## config.mk

```make
export PLATFORM = sky130hd
export DESIGN_NAME = if_stage
export DESIGN_NICKNAME = d
export VERILOG_FILES = /design/src/rtl/if_stage.sv
export SDC_FILE = /design/constraint.sdc
export NUM_CORES = 1
export LEC_CHECK = 0
export CAP_MARGIN = 20
export CORE_ASPECT_RATIO = 0.9
export CORE_MARGIN = 2
export CORE_UTILIZATION = 49
export CTS_CLUSTER_DIAMETER = 60
export CTS_CLUSTER_SIZE = 25
export DETAILED_ROUTE_END_ITERATION = 12
export MAX_ROUTING_LAYER = met4
export PLACE_DENSITY = 0.85
export SETUP_SLACK_MARGIN = 0.4
export SYNTH_ARGS = -nofsm -noshare
export SYNTH_HDL_FRONTEND = slang
export SYNTH_SLANG_ARGS = --single-unit
export TNS_END_PERCENT = 100
```

## constraint.sdc

```tcl
create_clock -name clk -period 2.7 [get_ports clk]
set_input_delay 0.405 -clock clk [delete_from_list [all_inputs] [get_ports clk]]
set_output_delay 0.405 -clock clk [all_outputs]
set_load 0.005 [all_outputs]
```

## src/rtl/if_stage.sv

```systemverilog
// Instruction-fetch stage with a one-entry skid buffer.
//
// Fetches from instruction memory at the PC, loads the IF/ID pipeline register
// and honours load-use stalls and EX-stage redirects.
//
// Ports:
//   clk, rstn            clock; synchronous active-low reset
//   Hazard               load-use stall request: hold PC and IF/ID
//   pc_src, pc_target    taken branch/jump from EX: redirect PC and flush IF/ID
//   imem_req, imem_addr  instruction memory request and fetch address (the PC)
//   imem_rdata/ready     fetched instruction and its valid strobe
//   IF_ID_*              IF/ID register contents plus the derived pc+4 and rs fields
//   hazard_cnt           saturating count of cycles stalled by Hazard
module if_stage #(
  parameter logic [31:0] RESET_PC = 32'h0000_3000,
  parameter logic [31:0] NOP_INST = 32'h0000_0013
) (
  input  logic        clk,
  input  logic        rstn,
  input  logic        Hazard,
  input  logic        pc_src,
  input  logic [31:0] pc_target,
  output logic        imem_req,
  output logic [31:0] imem_addr,
  input  logic [31:0] imem_rdata,
  input  logic        imem_ready,
  output logic [31:0] IF_ID_pc,
  output logic [31:0] IF_ID_pc4,
  output logic [31:0] IF_ID_inst,
  output logic        IF_ID_valid,
  output logic [4:0]  IF_ID_RegisterRs1,
  output logic [4:0]  IF_ID_RegisterRs2,
  output logic [31:0] hazard_cnt
);

  typedef enum logic [1:0] {StBoot, StFetch, StBuffered} state_t;

  state_t      stateQ, stateD;
  logic [31:0] pcQ, pcD;
  logic [31:0] instQ, instD;
  logic [31:0] idPcQ, idPcD;
  logic        validQ, validD;
  logic [31:0] bufInstQ, bufInstD;
  logic [31:0] bufPcQ, bufPcD;
  logic [31:0] cntQ, cntD;

  // State register
  always_ff @(posedge clk) begin
    if (!rstn) begin
      stateQ <= StBoot;
    end else begin
      stateQ <= stateD;
    end
  end

  // Next-state logic
  always_comb begin
    stateD = stateQ;
    if (pc_src) begin
      stateD = StFetch;
    end else begin
      unique case (stateQ)
        StBoot:     stateD = StFetch;
        StFetch:    if (imem_ready && Hazard) stateD = StBuffered;
        StBuffered: if (!Hazard) stateD = StFetch;
        default:    stateD = StBoot;
      endcase
    end
  end

  // FSM outputs
  always_comb begin
    imem_req  = (stateQ == StFetch);
    imem_addr = pcQ;
  end

  // Datapath next-state
  always_comb begin
    pcD      = pcQ;
    instD    = instQ;
    idPcD    = idPcQ;
    validD   = validQ;
    bufInstD = bufInstQ;
    bufPcD   = bufPcQ;
    if (pc_src) begin
      // Flush: IF/ID pc is kept, only inst/valid turn into a bubble.
      pcD      = {pc_target[31:2], 2'b00};
      instD    = NOP_INST;
      validD   = 1'b0;
      bufInstD = NOP_INST;
      bufPcD   = '0;
    end else begin
      unique case (stateQ)
        StFetch: begin
          if (imem_ready) begin
            pcD = pcQ + 32'd4;
            if (Hazard) begin
              // IF/ID is stalled, so park the returned word in the skid entry.
              bufInstD = imem_rdata;
              bufPcD   = pcQ;
            end else begin
              instD  = imem_rdata;
              idPcD  = pcQ;
              validD = 1'b1;
            end
          end else if (!Hazard) begin
            instD  = NOP_INST;
            validD = 1'b0;
          end
        end
        StBuffered: begin
          if (!Hazard) begin
            instD  = bufInstQ;
            idPcD  = bufPcQ;
            validD = 1'b1;
          end
        end
        default: ;
      endcase
    end
  end

  always_comb begin
    cntD = cntQ;
    if (Hazard && !pc_src && stateQ != StBoot && cntQ != 32'hFFFF_FFFF) begin
      cntD = cntQ + 32'd1;
    end
  end

  always_ff @(posedge clk) begin
    if (!rstn) begin
      pcQ      <= RESET_PC;
      instQ    <= NOP_INST;
      idPcQ    <= '0;
      validQ   <= 1'b0;
      bufInstQ <= NOP_INST;
      bufPcQ   <= '0;
      cntQ     <= '0;
    end else begin
      pcQ      <= pcD;
      instQ    <= instD;
      idPcQ    <= idPcD;
      validQ   <= validD;
      bufInstQ <= bufInstD;
      bufPcQ   <= bufPcD;
      cntQ     <= cntD;
    end
  end

  assign IF_ID_pc          = idPcQ;
  assign IF_ID_pc4         = idPcQ + 32'd4;
  assign IF_ID_inst        = instQ;
  assign IF_ID_valid       = validQ;
  assign IF_ID_RegisterRs1 = instQ[19:15];
  assign IF_ID_RegisterRs2 = instQ[24:20];
  assign hazard_cnt        = cntQ;

endmodule

```

==> flow_metrics.tcl, run 1 <==
set metrics [dict create \
    status "finished, final reports clean" \
    drtAntennaViolNets 0 \
    rrSetupSlack_ns 0.49 \
    netlist-cell-type-count 49 \
    grt_max_degree 103 \
    synthArstFlopShare_pct 0 \
    cts_buffers 17 \
    worst_hold_slack_ns 0.454 \
    max_stage_delay_ns 0.36 \
    crit_path_end_kind "primary output" \
    coreArea_um2 18200 \
    critPathKind "reg2out" \
    crit_buf_inv 2 \
    cts_tree "yes" \
    die_h_um 133 \
    via_count 9019 \
    first_pass_iters 8 \
    clk_path_buf_depth 2 \
    ys_top_cells_by_count "nand2_1, dfxtp_1, nor2_1, a21oi_1, a211oi_1" \
    max_slew_margin_pct 51.8 \
    cp.depth 7 \
    htree_num_levels 4 \
    dp_slack_ns 0.145 \
    cpMostUsedCell "nand4_1" \
    rows 47 \
    cp_max_fo 4 \
    routabilityCongestion 0.877 \
    drv_cap 0 \
    synth.cell_area_um2 9010 \
    drive_gt1_share_pct 13.2 \
    fin_ws_ns 0.133 \
    initial_core_util_pct 49.4 \
    power_density_nw_per_um2 508 \
    cp_top_family "simple AND/OR/NAND/NOR gates" \
    cp_slowest_cell "nor4_2" \
    min_path_type "reg2reg" \
    grt_pass1_wl_um 42000 \
    final_nets 1432 \
    die_w_um 147 \
    wl_per_cell_um 16.7 \
    post-route-period-util_pct 95.1 \
    first_global_vias 8314 \
    synth_edf_count 0 \
    final_area_um2 12500 \
    cp-startpoint "IF_ID_pc[18]" \
    clk_latency_ns 0.43 \
    yosysMostFrequentCell "nand2_1" \
    crit_required_ns 2.30 \
    path_cells "nand4_1 > nor4_2 > and2_4 > buf_6 > nand4_1 > xnor2_1 > buf_2" \
    drc 0 \
    hpwl_um 17600 \
    clock.fmax_mhz 390 \
    die_area_um2 19500 \
    pin_count 241 \
    worstMarginPinSlew_ns 0.721 \
    wirelength_um 26900 \
    syn_area_per_cell_um2 7.96 \
    tns_ns 0 \
    cts_num_sinks 189 \
    rr_startpoint "stateQ[0]" \
    drt_iter0_drc 783 \
    worstPathArrival_ns 2.16 \
    setup_violations 0 \
    grt_util_all_layers_pct 27.3 \
    yosysTopAreaCellShare_pct 42.0 \
    synth_area_leaders "dfxtp_1, nand2_1, a21oi_1" \
    skew_ns 0.00991 \
    worstSetupEndpoint "IF_ID_pc4[31]" \
    fin_crit_ns 2.57 \
    synthCells 1132 \
    ys_seq_area_share_pct 42.0 \
    r2r-end "hazard_cnt[28]" \
    cts_root_buf "clkbuf_16" \
    r2r_cells 7 \
    hold_buffers 0 \
    ys.warnings.count 0 \
    rsz0062_at_grt "yes" \
    synth-seq-cells 189 \
    n_antenna_cell 0 \
    ir_drop_mv 0.441 \
    gr-total-overflow 0 \
    report.final.slew_viol_count 0 \
    cts.clk_slew.worst_paths_ns 0.07 \
    viasPerCell 5.59 \
    hold_viol 0 \
    place_area_um2 11600 \
    p_leak_nw 4.45 \
    syn_to_final_growth_pct 39.3 \
    cp-start-kind "register" \
    port-buffer-count 232 \
    synth-main-ff-cell "dfxtp_1" \
    yosysTopAreaCell "dfxtp_1" \
    antenna_found_initial 0 \
]
## kinds of logic after synthesis
kind of cell,synth area share [%]
multiplexers,4.11
other,0.0416
AO/OA/AOI/OAI,15.9
XOR/XNOR,5.93
adder cells (fa/ha/maj),0.972
AND/OR/NAND/NOR,25.2
buffers and inverters,5.77
flip-flops,42.0
## cell type report
type / instances / area [um^2]
Sequential cell: 189 / 3810
Clock buffer: 21 / 470
Inverter: 19 / 71.3
Fill cell: 1400 / 5680
Timing Repair Buffer: 296 / 2800
Multi-Input combinational cell: 833 / 5000
Clock inverter: 10 / 87.6
Tap cell: 245 / 307
## cell usage in the layout (no fill, tap or decap), types with 4 or more instances in the layout
cell	instances
clkdlybuf4s50_1	208
nand2_1	197
dfxtp_1	174
a21oi_1	110
nor2_1	107
a211oi_1	64
buf_4	53
xnor2_1	41
nor3_1	38
mux2i_1	37
o21ai_0	35
nand3_1	23
nand4_1	22
inv_1	18
xor2_1	17
clkbuf_16	17
buf_2	16
dfxtp_2	13
or3_1	12
o211ai_1	10
and4_1	8
nor4_1	8
or4_1	8
and3_1	7
nor2_4	6
nand3_2	6
o31ai_1	6
conb_1	6
buf_12	6
nor4_2	5
nand2b_1	5
clkinv_2	5
buf_6	5
and2_1	4
ha_1	4
## power breakdown
part / switching [mW] / total, mW / internal [mW]
Sequential: 0.120 / 3.01 / 2.89
Combinational: 0.457 / 0.956 / 0.498
Clock: 1.07 / 2.41 / 1.34
Total: 1.65 / 6.38 / 4.73
## worst min-delay path by stage
stage	end	depth (start not counted)	start	slack [ns]
floorplan	bufPcQ[10]	2	bufPcQ[10]	0.44
global placement	bufPcQ[20]	2	bufPcQ[20]	0.44
detailed placement	bufPcQ[9]	2	bufPcQ[9]	0.45
CTS	bufPcQ[9]	2	bufPcQ[9]	0.46
global route	bufPcQ[4]	2	bufPcQ[4]	0.47
finish	bufInstQ[2]	2	bufInstQ[2]	0.45
## timing repair
| action | 4_1_cts | 5_1_grt |
|---|---|---|
| gates cloned | 1 | 0 |
| buffers inserted | 13 | 11 |
| pin swaps | 22 | 26 |
| gates resized for setup | 108 | 37 |
| endpoints found under the setup margin | 30 | 77 |
## worst min-delay path: cells and delay by family (launching register included)
family             cells  cell delay (ns)
and+or+nand+nor        1             0.05
DFF                    1             0.31
AOI/OAI and AO/OA      1             0.05
## sequential cells by signal, indices dropped and copies added, names as in the netlist
signal / flops
IF_ID_valid: 1
bufPcQ: 30
hazard_cnt: 32
IF_ID_pc: 30
imem_addr: 30
bufInstQ: 32
stateQ: 2
IF_ID_inst: 32
## layer usage
layer | vias up | GRT usage (%) | share of wire [%]
li1 | 4379 | - | -
met1 | 4214 | 32.5 | 41
met2 | 348 | 43.5 | 48
met3 | 78 | 6.93 | 7.3
met4 | 0 | 12.7 | 3.8
met5 | - | - | 0
## metrics by stage
step                      std cells  util (%)  power, mW
after floorplan                1137         -       3.49
after global placement         1557      63.7       4.00
after detailed placement       1557      63.7       4.02
after CTS                      1602      67.8       6.37
after global routing           1613      68.8       6.61
final                          1613      68.8       6.38
Note: power is estimated with default switching activity, not from simulation.
==> run 2, diff against run 1 <==
--- a/config.mk
+++ b/config.mk
@@ -6,14 +6,14 @@
 export NUM_CORES = 1
 export LEC_CHECK = 0
 export CAP_MARGIN = 20
-export CORE_ASPECT_RATIO = 0.9
+export CORE_ASPECT_RATIO = 1.1
 export CORE_MARGIN = 2
 export CORE_UTILIZATION = 49
 export CTS_CLUSTER_DIAMETER = 60
 export CTS_CLUSTER_SIZE = 25
 export DETAILED_ROUTE_END_ITERATION = 12
 export MAX_ROUTING_LAYER = met4
-export PLACE_DENSITY = 0.85
+export PLACE_DENSITY = 0.93
 export SETUP_SLACK_MARGIN = 0.4
 export SYNTH_ARGS = -nofsm -noshare
 export SYNTH_HDL_FRONTEND = slang
==> run 2 against run 1 <==
Combinational power increased by 6%. Critical endpoint is now IF_ID_pc4[26]. Via count rose by 6.1%. Worst setup slack better by 0.038 ns. Clock power increased by 10%.
==> flow_metrics.tcl, run 2 (synthesis results as in run 1) <==
set metrics [dict create \
    skew_ns 0.0154 \
    worstMarginPinSlew_ns 0.731 \
    initial_core_util_pct 49.4 \
    syn_to_final_growth_pct 41.8 \
    most-common-layout-cells "clkdlybuf4s50_1, nand2_1, dfxtp_1" \
    drt_iter0_drc 1008 \
    routabilityCongestion 0.857 \
    first_pass_iters 6 \
    fin_cells 1616 \
    first_global_vias 9046 \
    hold_viol 0 \
    wl_per_cell_um 18.6 \
    pin_count 241 \
    port-buffer-count 232 \
    report.final.slew_viol_count 0 \
    tns_ns 0 \
    max_slew_margin_pct 51.3 \
    max_stage_delay_ns 0.36 \
    wirelength_um 30000 \
    drtAntennaViolNets 0 \
    post-route-period-util_pct 93.6 \
    crit_buf_inv 3 \
    cts_tree "yes" \
    grt_pass1_wl_um 45900 \
    power_density_nw_per_um2 523 \
    gr-total-overflow 0 \
    cp-start-kind "register" \
    rows 52 \
    final_common_cell "clkdlybuf4s50_1" \
    die_h_um 146 \
    crit_required_ns 2.30 \
    grt_util_all_layers_pct 29.8 \
    rsz0062_at_grt "yes" \
    htree_num_levels 4 \
    cts_num_sinks 189 \
    worst_hold_slack_ns 0.456 \
    cts_root_buf "clkbuf_16" \
    grt_max_degree 69 \
    drive_gt1_share_pct 14.9 \
    min_path_type "reg2reg" \
    setup_violations 0 \
    drv_cap 0 \
    coreArea_um2 18200 \
    drc 0 \
    cpMostUsedCell "buf_6" \
    cp_top_family "simple AND/OR/NAND/NOR gates" \
    hold_buffers 0 \
    status "finished, final reports clean" \
    path_cells "nand4_1 > nor4_2 > nor2b_2 > buf_6 > buf_6 > nand2_2 > xnor2_2 > buf_2" \
    cp_max_fo 4 \
    worstPathArrival_ns 2.12 \
    cts_buffers 17 \
    final_nets 1437 \
    via_count 9566 \
    die_w_um 133 \
    crit_path_end_kind "primary output" \
    p_leak_nw 4.56 \
    clk_latency_ns 0.44 \
    cp_slowest_cell "dfxtp_2" \
    cts.clk_slew.worst_paths_ns 0.07 \
    placed_cells 1554 \
    hpwl_um 17800 \
    antenna_found_initial 0 \
    n_antenna_cell 0 \
    die_area_um2 19500 \
    viasPerCell 5.92 \
    ir_drop_mv 0.447 \
    clk_path_buf_depth 2 \
    fin_crit_ns 2.53 \
    clock.fmax_mhz 396 \
    critPathKind "reg2out" \
]
-- run 2: report_power, final --
group	leakage, nW	internal, mW	total, mW	switching (mW)
Combinational	2.71	0.514	1.01	0.495
Clock	0.305	1.54	2.65	1.11
Sequential	1.55	2.89	3.02	0.127
-- run 2: tightest hold or removal path: cells and delay by family (launching register included) --
kind	cells	cell delay, ns
flip-flops	1	0.31
AND/OR/NAND/NOR	1	0.05
AO/OA/AOI/OAI	1	0.05
-- run 2: metal layers --
layer | track usage (%) | up-vias | routed length (um) | part of all wire [%]
li1 | - | 4380 | - | -
met1 | 33.0 | 4474 | 11000 | 37
met2 | 50.1 | 564 | 14800 | 49
met3 | 6.04 | 148 | 2370 | 7.9
met4 | 16.4 | 0 | 1790 | 6.0
met5 | - | - | 0 | 0
-- run 2: path summary, 6_finish.rpt --
kind                                    from             to  slack [ns]  depth (start not counted)
worst max-delay path            IF_ID_pc[18]  IF_ID_pc4[26]        0.17                          8
worst min-delay path            bufInstQ[12]   bufInstQ[12]        0.46                          2
worst max register to register     stateQ[1]  imem_addr[29]        0.39                          7
worst min register to register  bufInstQ[12]   bufInstQ[12]        0.46                          2
-- run 2: final cells by class --
class                   instances  area (um^2)
repair buffers                301         2840
inverters                      19         71.3
multi-input cells             833         5100
clock inverters                11          158
clock buffers                  20          467
fillers                      1278         5450
flip-flops and latches        189         3830
well taps                     243          304
-- run 2: what timing repair did --
item / CTS / global route
resized for setup: 130 / 48
pin swaps: 25 / 29
setup endpoints to repair: 35 / 59
buffers inserted: 21 / 8
gates cloned: 0 / 2
-- run 2: through the flow --
stage | utilization [%] | power (mW) | setup slack, ns | instance area [um^2]
5_1_grt | 70.1 | 6.90 | 0.0348 | 12800
3_3_place_gp | 63.5 | 3.98 | 0.220 | 11600
6_report | 70.1 | 6.68 | 0.172 | 12800
3_5_place_dp | 63.5 | 4.01 | 0.170 | 11600
2_1_floorplan | - | 3.49 | 0.630 | 9020
4_1_cts | 68.5 | 6.64 | 0.187 | 12500
==> run 3, diff against run 2 <==
--- a/config.mk
+++ b/config.mk
@@ -10,8 +10,8 @@
 export CORE_MARGIN = 2
 export CORE_UTILIZATION = 49
 export CTS_CLUSTER_DIAMETER = 60
-export CTS_CLUSTER_SIZE = 25
 export DETAILED_ROUTE_END_ITERATION = 12
+export GPL_TIMING_DRIVEN = 0
 export MAX_ROUTING_LAYER = met4
 export PLACE_DENSITY = 0.93
 export SETUP_SLACK_MARGIN = 0.4
==> constraint.sdc (replaced) <==
create_clock -name clk -period 2.84 [get_ports clk]
set_input_delay 0.426 -clock clk [delete_from_list [all_inputs] [get_ports clk]]
set_output_delay 0.426 -clock clk [all_outputs]
set_load 0.005 [all_outputs]
==> run 3 against run 2 <==
Global-route usage increased by 3.4 points. Clock skew fell by 0.0053 ns. Sequential cell count is the same. Critical endpoint is now IF_ID_pc4[31]. Largest power group unchanged. Highest routed layer unchanged.
==> flow_metrics.tcl, run 3 (synthesis results as in run 1) <==
set metrics [dict create \
    status "finished, final reports clean" \
    cts_tree "yes" \
    rr_startpoint "imem_addr[2]" \
    cp_slowest_cell "dfxtp_4" \
    max_slew_margin_pct 47.9 \
    fin_util_pct 70.3 \
    crit_buf_inv 2 \
    hold_buffers 0 \
    post-route-period-util_pct 98.4 \
    via_count 9983 \
    die_h_um 146 \
    grt_util_all_layers_pct 33.2 \
    antenna_found_initial 0 \
    first_global_vias 9739 \
    routabilityCongestion 0.906 \
    grt_pass1_wl_um 50100 \
    cts_root_buf "clkbuf_16" \
    placed_cells 1611 \
    min_path_type "in2reg" \
    power_density_nw_per_um2 496 \
    coreArea_um2 18200 \
    wl_per_cell_um 19.5 \
    wirelength_um 32800 \
    drt_iter0_drc 1030 \
    worstMarginPinSlew_ns 0.781 \
    final_common_cell "clkdlybuf4s50_1" \
    n_antenna_cell 0 \
    r2r_cells 7 \
    viasPerCell 5.95 \
    path_cells "nand2_1 > nor2_2 > and2_4 > buf_6 > nand4_1 > xnor2_1 > buf_2" \
    crit_path_end_kind "primary output" \
    cp_top_family "simple AND/OR/NAND/NOR gates" \
    crit_required_ns 2.41 \
    cts_num_sinks 189 \
    most-common-layout-cells "clkdlybuf4s50_1, nand2_1, dfxtp_1" \
    internal_power_mw 4.66 \
    min-delay-start "Hazard" \
    port-buffer-count 231 \
    initial_core_util_pct 49.4 \
    grt_max_degree 17 \
    fin_crit_ns 2.79 \
    fin_cells 1677 \
    top_usage_layer "met2" \
    drive_gt1_share_pct 12.8 \
    drv_cap 0 \
    power_frac_seq_pct 45.4 \
    power_switching_mw 1.70 \
    p_comb_share_pct 15.1 \
    final_nets 1497 \
    skew_ns 0.0100 \
    hpwl_um 21000 \
    met1_usage_pct 35.7 \
    met3_usage_pct 8.33 \
    rsz0062_at_grt "yes" \
    min_to "IF_ID_valid" \
    drtAntennaViolNets 0 \
    cp-start-kind "register" \
    drc 0 \
    clock.fmax_mhz 358 \
    cts_buffers 17 \
    worstPathArrival_ns 2.37 \
    first_pass_iters 6 \
    clk_path_buf_depth 2 \
    die_area_um2 19500 \
    ir_drop_mv 0.438 \
    hold_viol 0 \
    p_clk_share_pct 39.5 \
    syn_to_final_growth_pct 42.2 \
    max_stage_delay_ns 0.38 \
    gr-total-overflow 0 \
    htree_num_levels 4 \
    p_total_mw 6.36 \
    tns_ns 0 \
    clk_latency_ns 0.45 \
    report.final.slew_viol_count 0 \
    cp_max_fo 4 \
    rrSetupSlack_ns 0.49 \
    switching_share_pct 26.7 \
    die_w_um 133 \
    critPathKind "reg2out" \
    grtUsageMet2_pct 54.6 \
    r2r-end "imem_addr[14]" \
    rows 52 \
    cts.clk_slew.worst_paths_ns 0.07 \
    p_leak_nw 4.63 \
    pin_count 241 \
    hold_depth 3 \
    setup_violations 0 \
]
==> run 3: area by class of cell <==
type	instances	area, um^2
flip-flops and latches	189	3840
inverters	19	71.3
clock buffers	19	453
clock inverters	13	164
plain buffers	97	467
fillers	1273	5410
repair buffers	265	2520
multi-input cells	832	4990
well taps	243	304
==> run 3: worst max path at each step <==
stage | from | endpoint | slack, ns | cells after the start
2_1_floorplan | stateQ[1] | IF_ID_pc[19] | 0.77 | 9
3_3_place_gp | IF_ID_pc[2] | IF_ID_pc4[30] | 0.14 | 6
3_5_place_dp | imem_ready | bufPcQ[19] | 0.07 | 7
4_1_cts | IF_ID_pc[14] | IF_ID_pc4[31] | 0.25 | 7
5_1_grt | IF_ID_pc[3] | IF_ID_pc4[31] | -0.005 | 7
6_report | IF_ID_pc[3] | IF_ID_pc4[31] | 0.05 | 7
==> run 3: metrics by stage <==
| stage | hold slack, ns | worst slack [ns] | cell area [um^2] |
|---|---|---|---|
| 2_1_floorplan | 0.436 | 0.770 | 9020 |
| 3_3_place_gp | 0.441 | 0.136 | 11600 |
| 3_5_place_dp | 0.447 | 0.0693 | 11600 |
| 4_1_cts | 0.356 | 0.249 | 12600 |
| 5_1_grt | 0.431 | -0.00498 | 12800 |
| 6_report | 0.374 | 0.0451 | 12800 |
==> run 3: repair_timing <==
action | in CTS | in global routing
pin swaps | 20 | 13
resized for setup | 135 | 48
setup endpoints to repair | 80 | 119
buffers inserted | 27 | 7
==> run 3: power groups by stage <==
stage | Sequential (mW) | Combinational (mW) | Clock (mW)
finish | 2.89 | 0.958 | 2.51
global route | 2.89 | 1.03 | 2.62
CTS | 2.87 | 0.917 | 2.51
detailed placement | 2.94 | 0.881 | 0
global placement | 2.94 | 0.861 | 0
floorplan | 2.91 | 0.404 | 0
==> run 3: worst min-delay path: stages <==
cell	delay [ns]
buf_4	0.13
a211oi_1	0.08
a21oi_1	0.14
==> run 3: layer usage <==
layer	share of wire, %	routed length (um)
met1	35	11600
met4	7.3	2390
met3	9.3	3030
met5	0	0
met2	48	15700
